==> config.mk <==
export PLATFORM = sky130hd
export DESIGN_NAME = mem_arbiter
export DESIGN_NICKNAME = d
export VERILOG_FILES = /design/src/rtl/mem_arbiter.sv
export SDC_FILE = /design/constraint.sdc
export NUM_CORES = 1
export LEC_CHECK = 0
export CAP_MARGIN = 20
export CELL_PAD_IN_SITES_DETAIL_PLACEMENT = 1
export CELL_PAD_IN_SITES_GLOBAL_PLACEMENT = 1
export CORE_UTILIZATION = 23
export DETAILED_ROUTE_END_ITERATION = 12
export PLACE_DENSITY = 0.75
export SLEW_MARGIN = 40
export SYNTH_ARGS = -nofsm -noshare
export SYNTH_HDL_FRONTEND = slang
export SYNTH_SLANG_ARGS = --single-unit
==> constraint.sdc <==
create_clock -name clk -period 1.25 [get_ports clk]
set_input_delay 0.25 -clock clk [delete_from_list [all_inputs] [get_ports clk]]
set_output_delay 0.25 -clock clk [all_outputs]
set_load 0.005 [all_outputs]
==> src/rtl/mem_arbiter.sv <==
// rtl/mem_arbiter.sv - two-requester data-memory arbiter with loader anti-starvation
//
// Purpose:
//   Shares one single-port data memory between the CPU pipeline (p_*) and a
//   loader (l_*). Each access takes an arbitration edge, one ISSUE cycle
//   (memory strobed, grant pulsed) and one COMPLETE cycle (done pulsed, load
//   data returned). COMPLETE also arbitrates, so back-to-back accesses run at
//   one access per two cycles. The pipeline normally wins ties. After
//   STARVE_LIMIT consecutive pipeline wins while the loader waits, the loader
//   is forced through.
//
// Ports:
//   clk, reset            clock, synchronous active-high reset
//   p_req/p_we            pipeline request and write enable (1 = store)
//   p_addr/p_wdata        pipeline address and store data
//   p_gnt/p_done          pipeline grant pulse (ISSUE), completion pulse (COMPLETE)
//   p_rdata               pipeline load data (valid with p_done, else 0)
//   l_*                   loader port, same meaning as p_*
//   mem_en/mem_we         data-memory enable and write strobe
//   mem_addr/mem_wdata    data-memory address and write data
//   mem_rdata             data-memory read data, one cycle after a read strobe
//   stall                 pipeline stall request = p_req & ~p_done

module mem_arbiter #(
  parameter int STARVE_LIMIT = 4
) (
  input  logic        clk,
  input  logic        reset,
  input  logic        p_req,
  input  logic        p_we,
  input  logic [15:0] p_addr,
  input  logic [15:0] p_wdata,
  output logic        p_gnt,
  output logic        p_done,
  output logic [15:0] p_rdata,
  input  logic        l_req,
  input  logic        l_we,
  input  logic [15:0] l_addr,
  input  logic [15:0] l_wdata,
  output logic        l_gnt,
  output logic        l_done,
  output logic [15:0] l_rdata,
  output logic        mem_en,
  output logic        mem_we,
  output logic [15:0] mem_addr,
  output logic [15:0] mem_wdata,
  input  logic [15:0] mem_rdata,
  output logic        stall
);

  localparam logic [2:0] LIMIT = 3'(STARVE_LIMIT);

  typedef enum logic [1:0] {
    IDLE     = 2'd0,
    ISSUE    = 2'd1,
    COMPLETE = 2'd2
  } state_t;

  state_t      state, state_nxt;
  logic [2:0]  starve_cnt, starve_nxt;
  logic        owner, owner_nxt;       // 0 = pipeline, 1 = loader
  logic        lat_we, lat_we_nxt;
  logic [15:0] lat_addr, lat_addr_nxt;
  logic [15:0] lat_wdata, lat_wdata_nxt;

  logic        p_win;
  logic        l_win;

  // The loader only overrides the pipeline once its wait has saturated.
  assign p_win = p_req && !(l_req && (starve_cnt == LIMIT));
  assign l_win = l_req && !p_win;

  always_ff @(posedge clk) begin
    if (reset) begin
      state      <= IDLE;
      starve_cnt <= 3'd0;
      owner      <= 1'b0;
      lat_we     <= 1'b0;
      lat_addr   <= 16'd0;
      lat_wdata  <= 16'd0;
    end else begin
      state      <= state_nxt;
      starve_cnt <= starve_nxt;
      owner      <= owner_nxt;
      lat_we     <= lat_we_nxt;
      lat_addr   <= lat_addr_nxt;
      lat_wdata  <= lat_wdata_nxt;
    end
  end

  always_comb begin
    state_nxt     = state;
    starve_nxt    = starve_cnt;
    owner_nxt     = owner;
    lat_we_nxt    = lat_we;
    lat_addr_nxt  = lat_addr;
    lat_wdata_nxt = lat_wdata;

    case (state)
      IDLE, COMPLETE: begin
        // Arbitration edge: the starvation count moves on every such edge,
        // whether or not anything is granted.
        if (!l_req || l_win) begin
          starve_nxt = 3'd0;
        end else if (starve_cnt < LIMIT) begin
          starve_nxt = starve_cnt + 3'd1;
        end

        if (p_win) begin
          state_nxt     = ISSUE;
          owner_nxt     = 1'b0;
          lat_we_nxt    = p_we;
          lat_addr_nxt  = p_addr;
          lat_wdata_nxt = p_wdata;
        end else if (l_win) begin
          state_nxt     = ISSUE;
          owner_nxt     = 1'b1;
          lat_we_nxt    = l_we;
          lat_addr_nxt  = l_addr;
          lat_wdata_nxt = l_wdata;
        end else begin
          state_nxt = IDLE;
        end
      end
      ISSUE: begin
        state_nxt = COMPLETE;
      end
      default: begin
        state_nxt = IDLE;
      end
    endcase
  end

  // Outputs depend only on the registered state and latched request, so
  // input changes during ISSUE cannot disturb the access in flight.
  always_comb begin
    mem_en    = 1'b0;
    mem_we    = 1'b0;
    mem_addr  = 16'd0;
    mem_wdata = 16'd0;
    p_gnt     = 1'b0;
    l_gnt     = 1'b0;
    p_done    = 1'b0;
    l_done    = 1'b0;
    p_rdata   = 16'd0;
    l_rdata   = 16'd0;

    if (state == ISSUE) begin
      mem_en    = 1'b1;
      mem_we    = lat_we;
      mem_addr  = lat_addr;
      mem_wdata = lat_wdata;
      p_gnt     = !owner;
      l_gnt     = owner;
    end

    if (state == COMPLETE) begin
      p_done = !owner;
      l_done = owner;
      // Stores return zero; mem_rdata may still hold an older read.
      if (!lat_we) begin
        if (owner) begin
          l_rdata = mem_rdata;
        end else begin
          p_rdata = mem_rdata;
        end
      end
    end
  end

  assign stall = p_req & ~p_done;

endmodule
==> results of run 1 <==
placed cells by master, fill, tap and decap left out, types with 23 or more instances in the layout:
cell and count:
a311oi_2 34, and2_4 33, buf_2 34, buf_6 71, clkdlybuf4s50_1 82, dfxtp_1 34
nand3_1 33, nor2_2 23, nor2_4 38, o21ai_2 25
logic make-up (layout without fill, tap and decap cells):
kind of cell / after synthesis / count (layout)
adder cells (fa/ha/maj): 2 / 2
buffers and inverters: 38 / 258
AO/OA/AOI/OAI: 73 / 73
flip-flops: 39 / 39
AND/OR/NAND/NOR: 165 / 165
how the worst min path moves through the flow:
stage                                    start                          to  slack (ps)  cells past startpoint
floorplan                                l_req         state[0]$_SDFF_PP0_         410                      2
global placement    lat_wdata[13]$_SDFFE_PP0P_  lat_wdata[13]$_SDFFE_PP0P_         490                      2
detailed placement  lat_wdata[13]$_SDFFE_PP0P_  lat_wdata[13]$_SDFFE_PP0P_         490                      2
CTS                                      reset   lat_wdata[8]$_SDFFE_PP0P_         330                      2
global route                             reset   lat_wdata[9]$_SDFFE_PP0P_         360                      2
finish                                   reset   lat_wdata[9]$_SDFFE_PP0P_         370                      2
metrics by stage:
step / hold slack, ps / setup slack, ps
floorplan: 415 / -69.7
global placement: 495 / -564
detailed placement: 495 / -633
CTS: 333 / -565
global route: 364 / -619
finish: 370 / -572
sequential cells by signal, summed over array words and instances (netlist names):
name / flops
lat_addr: 16
lat_wdata: 16
starve_cnt: 3
state: 2
lat_we: 1
owner: 1
metal layers:
layer  up-vias  share of wire  track usage
met2       139           0.53        0.461
met1      1654           0.39        0.279
met5         -              0            0
li1       1559              -            -
met4         0          0.035       0.0802
met3        35          0.041       0.0356
final cells by class:
| class | count | area share |
|---|---|---|
| Clock buffer | 6 | 0.0120 |
| Clock inverter | 2 | 0.00994 |
| Inverter | 7 | 0.00600 |
| Multi-Input combinational cell | 240 | 0.364 |
| Sequential cell | 39 | 0.130 |
| Tap cell | 136 | 0.0282 |
| Timing Repair Buffer | 243 | 0.450 |
timing repair:
action / CTS / global route
gates resized for setup: 458 / 83
endpoints found under the setup margin: 105 / 108
buffers inserted: 33 / 10
pin swaps: 74 / 31
cloned: 17 / 2
power breakdown:
part           internal (µW)  total (µW)  switching, µW
clock                    799        1280            484
combinational           1080        1890            815
sequential              1360        1460            103
total                   3230        4630           1400
==> impl_metrics.toml, run 1 <==
[synth]
synth_seq_cells = 39
synthMostInstantiatedCell = "nor2_1"
synthSimpleGateAreaFrac = 0.329
synth_cells = 317
ys_warn_count = 0
synth_compound_area_frac = 0.273
synth_top_area_frac = 0.311
syn_nets = 405
synth_xor_area_frac = 0
synth_top_family_by_area = "simple AND/OR/NAND/NOR gates"
synth_cell_types = 26
synthArstFlopShare = 0
synth_common_cells = "nor2_1, dfxtp_1, and2_1, nand3_1"
synth-edff-count = 0
ys_seq_area_frac = 0.311
synth_area_leaders = "dfxtp_1, a311oi_2, nor2_1"
synth_top_area_cell = "dfxtp_1"
synth_area_mm2 = 0.00251
ys.flop_type = "dfxtp_1"
syn_area_per_cell_um2 = 7.93
synth_fa_ha_area_frac = 0.00996
synth_mux_area_frac = 0

[timing]
setup_slack_ps = -572
finalHoldViolations = 0
period_minus_slack_ps = 1820
rsz0062_at_grt = "yes"
fin_crit_sh = 1.46
max_slew_margin = 0.778
setup_violations = 107
fmax_mhz = 549
fin_tns_setup_ps = -36480
finClkSkew_ps = 3.46
worst_pin_slew_ps = 333
slew_viol_final = 0

[worst_setup_path]
worst_ep_required_time_ps = 1000
worst_path_max_delay_cell = "or3b_4"
r2r_slack_ps = -280
cp.arrival_ps = 1570
cp_cell_sequence = "or3b_4 -> buf_12 -> buf_6 -> nor2_4 -> buf_2"
reg2regPathDepth = 7
cp_top_family = "simple AND/OR/NAND/NOR gates"
path_buf_inv = 3
max_stage_delay_ps = 470
worstSetupPathType = "register to primary output"
rr_startpoint = "state[0]$_SDFF_PP0_"
worstPathMaxFanout = 5
r2r-end = "lat_addr[10]$_SDFFE_PP0P_"
start_kind = "register"
cp-startpoint = "owner$_SDFFE_PP0P_"
worst-path-stages = 5
worstSetupEndpoint = "p_rdata[10]"
end_kind = "primary output"

[place]
hpwl_um = 7750
portBuffers = 156
dp.cells = 614
place.gp.congestion = 0.744
placed_cell_area_mm2 = 0.00466

[layout]
utilization = 0.578
antenna_cells = 0
nNetsFinal = 624
multi_input_area_mm2 = 0.00220
area_delta_synth_final_pct = 140
finish.instance_area_mm2 = 0.00604
seqCellArea_um2 = 787
instances_no_fill = 673
fillers = 1129
drive_gt1_frac = 0.650

[grt]
grt_pass1_wl_um = 21200
track_usage = 0.244
grt_overflow = 0
grt_max_degree = 21
antenna_found_initial = 0
grt_pass1_vias = 3819

[cts]
numClockSinks = 39
clk_path_buf_depth = 2
tritoncts = "built"
numCtsBuffers = 5
path_clk_slew_ps = 80
root_buffer = "clkbuf_8"
holdBufCountCts = 0
clkLatencyLatePin_ps = 300
htree_levels = 2

[power_and_ir_drop]
power.total_uw = 4630
powerDensity_mw_per_mm2 = 767
p_leak_uw = 0.00243
vdd_drop_max_mv = 0.663

[die]
rows = 37
die_w_um = 107
die_h_um = 107
start_util = 0.240
io_pins = 157
dieArea_mm2 = 0.0114
core_area_mm2 = 0.0105

[route]
vias = 3387
drc = 0
antenna_left = 0
via_per_inst = 5.03
dr.pass1.iters = 4
avgRoutedWirePerCell_um = 22.4
drt-initial-drc-count = 87
wl_um = 15100

[hold_path]
hold_path.class = "input pin to register"

[job]
cap_violations = 0

[status]
violations = "negative setup slack"
outcome = "complete, but fails checks"
No activity file was read; power rests on OpenSTA's default activity.
==> run 2: changes to the inputs <==
--- a/config.mk
+++ b/config.mk
@@ -8,6 +8,7 @@
 export CAP_MARGIN = 20
 export CELL_PAD_IN_SITES_DETAIL_PLACEMENT = 1
 export CELL_PAD_IN_SITES_GLOBAL_PLACEMENT = 1
+export CORE_MARGIN = 2
 export CORE_UTILIZATION = 23
 export DETAILED_ROUTE_END_ITERATION = 12
 export PLACE_DENSITY = 0.75
==> constraint.sdc (replaced) <==
create_clock -name clk -period 1.55 [get_ports clk]
set_input_delay 0.31 -clock clk [delete_from_list [all_inputs] [get_ports clk]]
set_output_delay 0.31 -clock clk [all_outputs]
set_load 0.005 [all_outputs]
==> run 2 against run 1 <==
Effect of this change: the run still ends with negative setup slack left; die area increased by 3.8%; count of clock-buffer cells in the layout rose by 2; first-iteration DRC count decreased by 5.7%; sequential power is 21% lower; sequential cell count unchanged; combinational power shrank 36%; cell area fell by 16%; hold slack improved by 70 ps; clock skew grew 1.6 ps; routed wire length decreased by 20%; non-clock buffer count fell by 21; critical path depth is the same; largest power group unchanged.
==> impl_metrics.toml, run 2 (synthesis results as in run 1) <==
[status]
outcome = "complete, but fails checks"
violations = "negative setup slack"

[layout]
layout.cells.most_common_list = "clkdlybuf4s50_1, nor2_1, buf_6"
nNetsFinal = 603
utilization = 0.474
fillers = 1248
top_regs = "lat_addr (16), lat_wdata (16), starve_cnt (3)"
final_common_cell = "clkdlybuf4s50_1"
antenna_cells = 0
drive_gt1_frac = 0.465
area_delta_synth_final_pct = 103

[timing]
period_minus_slack_ps = 1850
setup_slack_ps = -299
rsz0062_at_grt = "yes"
finalHoldViolations = 0
worst_pin_slew_ps = 365
setup_violations = 69
max_slew_margin = 0.757
slew_viol_final = 0
fin_crit_sh = 1.19
fmax_mhz = 541
finClkSkew_ps = 5.08

[worst_setup_path]
end_kind = "primary output"
rr_startpoint = "state[0]$_SDFF_PP0_"
r2r_slack_ps = 10
worst_path_max_delay_cell = "or3b_4"
crit_top_cell = "buf_8"
max_stage_delay_ps = 400
r2r-end = "lat_addr[10]$_SDFFE_PP0P_"
reg2regPathDepth = 7
start_kind = "register"
worst_ep_required_time_ps = 1240
worstSetupPathType = "register to primary output"
cp_top_family = "simple AND/OR/NAND/NOR gates"
cp.arrival_ps = 1540
cp_cell_sequence = "or3b_4 -> buf_8 -> buf_8 -> nor2_1 -> buf_2"
worstPathMaxFanout = 5
worst-path-stages = 5
path_buf_inv = 3

[hold_path]
hold_path.class = "input pin to register"
hold_start = "reset"
hold_depth = 2
whs_endpoint = "lat_addr[6]$_SDFFE_PP0P_"

[die]
die_h_um = 109
die_w_um = 109
core_area_mm2 = 0.0107
start_util = 0.234
io_pins = 157
rows = 38
dieArea_mm2 = 0.0118

[cts]
clk_path_buf_depth = 2
clkLatencyLatePin_ps = 300
htree_levels = 2
path_clk_slew_ps = 80
root_buffer = "clkbuf_8"
tritoncts = "built"
numCtsBuffers = 5
holdBufCountCts = 0
numClockSinks = 39

[grt]
track_usage = 0.187
grt_max_degree = 34
grt_pass1_vias = 3291
grt_overflow = 0
antenna_found_initial = 0
grt_pass1_wl_um = 16900

[place]
dp_slack_ps = -463
place.gp.congestion = 0.799
portBuffers = 156
hpwl_um = 7840

[route]
drc = 0
wl_um = 12000
antenna_left = 0
top_layer = "met4"
wl_met2_um = 6080
avgRoutedWirePerCell_um = 18.3
wl_met1_um = 4850
wl_met3_um = 932
dr.pass1.iters = 4
drt-initial-drc-count = 82
vias = 3185
via_per_inst = 4.86

[power_and_ir_drop]
vdd_drop_max_mv = 0.291
powerDensity_mw_per_mm2 = 614
power.total_uw = 3130
p_leak_uw = 0.00215

[job]
cap_violations = 0
## run 2: cell count changes in the layout (fill, tap and decap cells not counted), sizes merged
| cell | previous run | this run |
|---|---|---|
| buf | 158 | 132 |
| bufinv | 2 | 0 |
| clkbuf | 8 | 14 |
| dlymetal6s2s | 0 | 1 |
## run 2: layer usage
layer / vias to the layer above / track usage
li1: 1510 / -
met1: 1511 / 0.216
met2: 150 / 0.340
met3: 14 / 0.0476
met4: 0 / 0.0513
met5: - / 0
## run 2: worst max-delay path by stage
stage                                   start                    endpoint  slack, ps
final                     state[0]$_SDFF_PP0_                  p_rdata[3]       -300
after global routing      state[0]$_SDFF_PP0_                  p_rdata[3]       -370
after CTS                 state[0]$_SDFF_PP0_                  p_rdata[3]       -340
after detailed placement                p_req  lat_wdata[14]$_SDFFE_PP0P_       -460
after global placement                  p_req                       stall       -460
after floorplan           state[0]$_SDFF_PP0_                 p_rdata[10]        130
## run 2: report_power, final
group | internal (µW) | switching, µW
registers | 1090 | 56.2
clock network | 407 | 369
logic | 698 | 508
total | 2200 | 933
## run 2: worst register-to-register path, stage by stage (launching register included)
cell,delay (ps)
dfxtp_4,350
buf_4,130
buf_6,130
o21ba_4,250
buf_12,140
clkbuf_16,160
nor2_1,50
a311oi_2,240
## run 2: final cells by class
| type | count | area, µm² | area share |
|---|---|---|---|
| Inverter | 7 | 38.8 | 0.00761 |
| Tap cell | 140 | 175 | 0.0344 |
| Clock buffer | 8 | 100 | 0.0196 |
| Sequential cell | 39 | 788 | 0.155 |
| Multi-Input combinational cell | 240 | 1770 | 0.348 |
| Timing Repair Buffer | 222 | 2220 | 0.436 |
## run 2: repair_timing
item,in CTS,in global routing
setup buffers,12,15
pin swaps,38,8
setup endpoints to repair,105,93
gates cloned,5,6
gates resized for setup,363,67
## run 2: metrics by stage
| stage | setup TNS [ps] | cells | hold WS, ps | area (µm²) |
|---|---|---|---|---|
| after detailed placement | -29860 | 613 | 498 | 4430 |
| after global routing | -17350 | 656 | 429 | 5100 |
| final | -13130 | 656 | 440 | 5100 |
| after global placement | -26810 | 613 | 485 | 4430 |
| after floorplan | 0 | 317 | 470 | 2510 |
| after CTS | -13180 | 638 | 433 | 4780 |
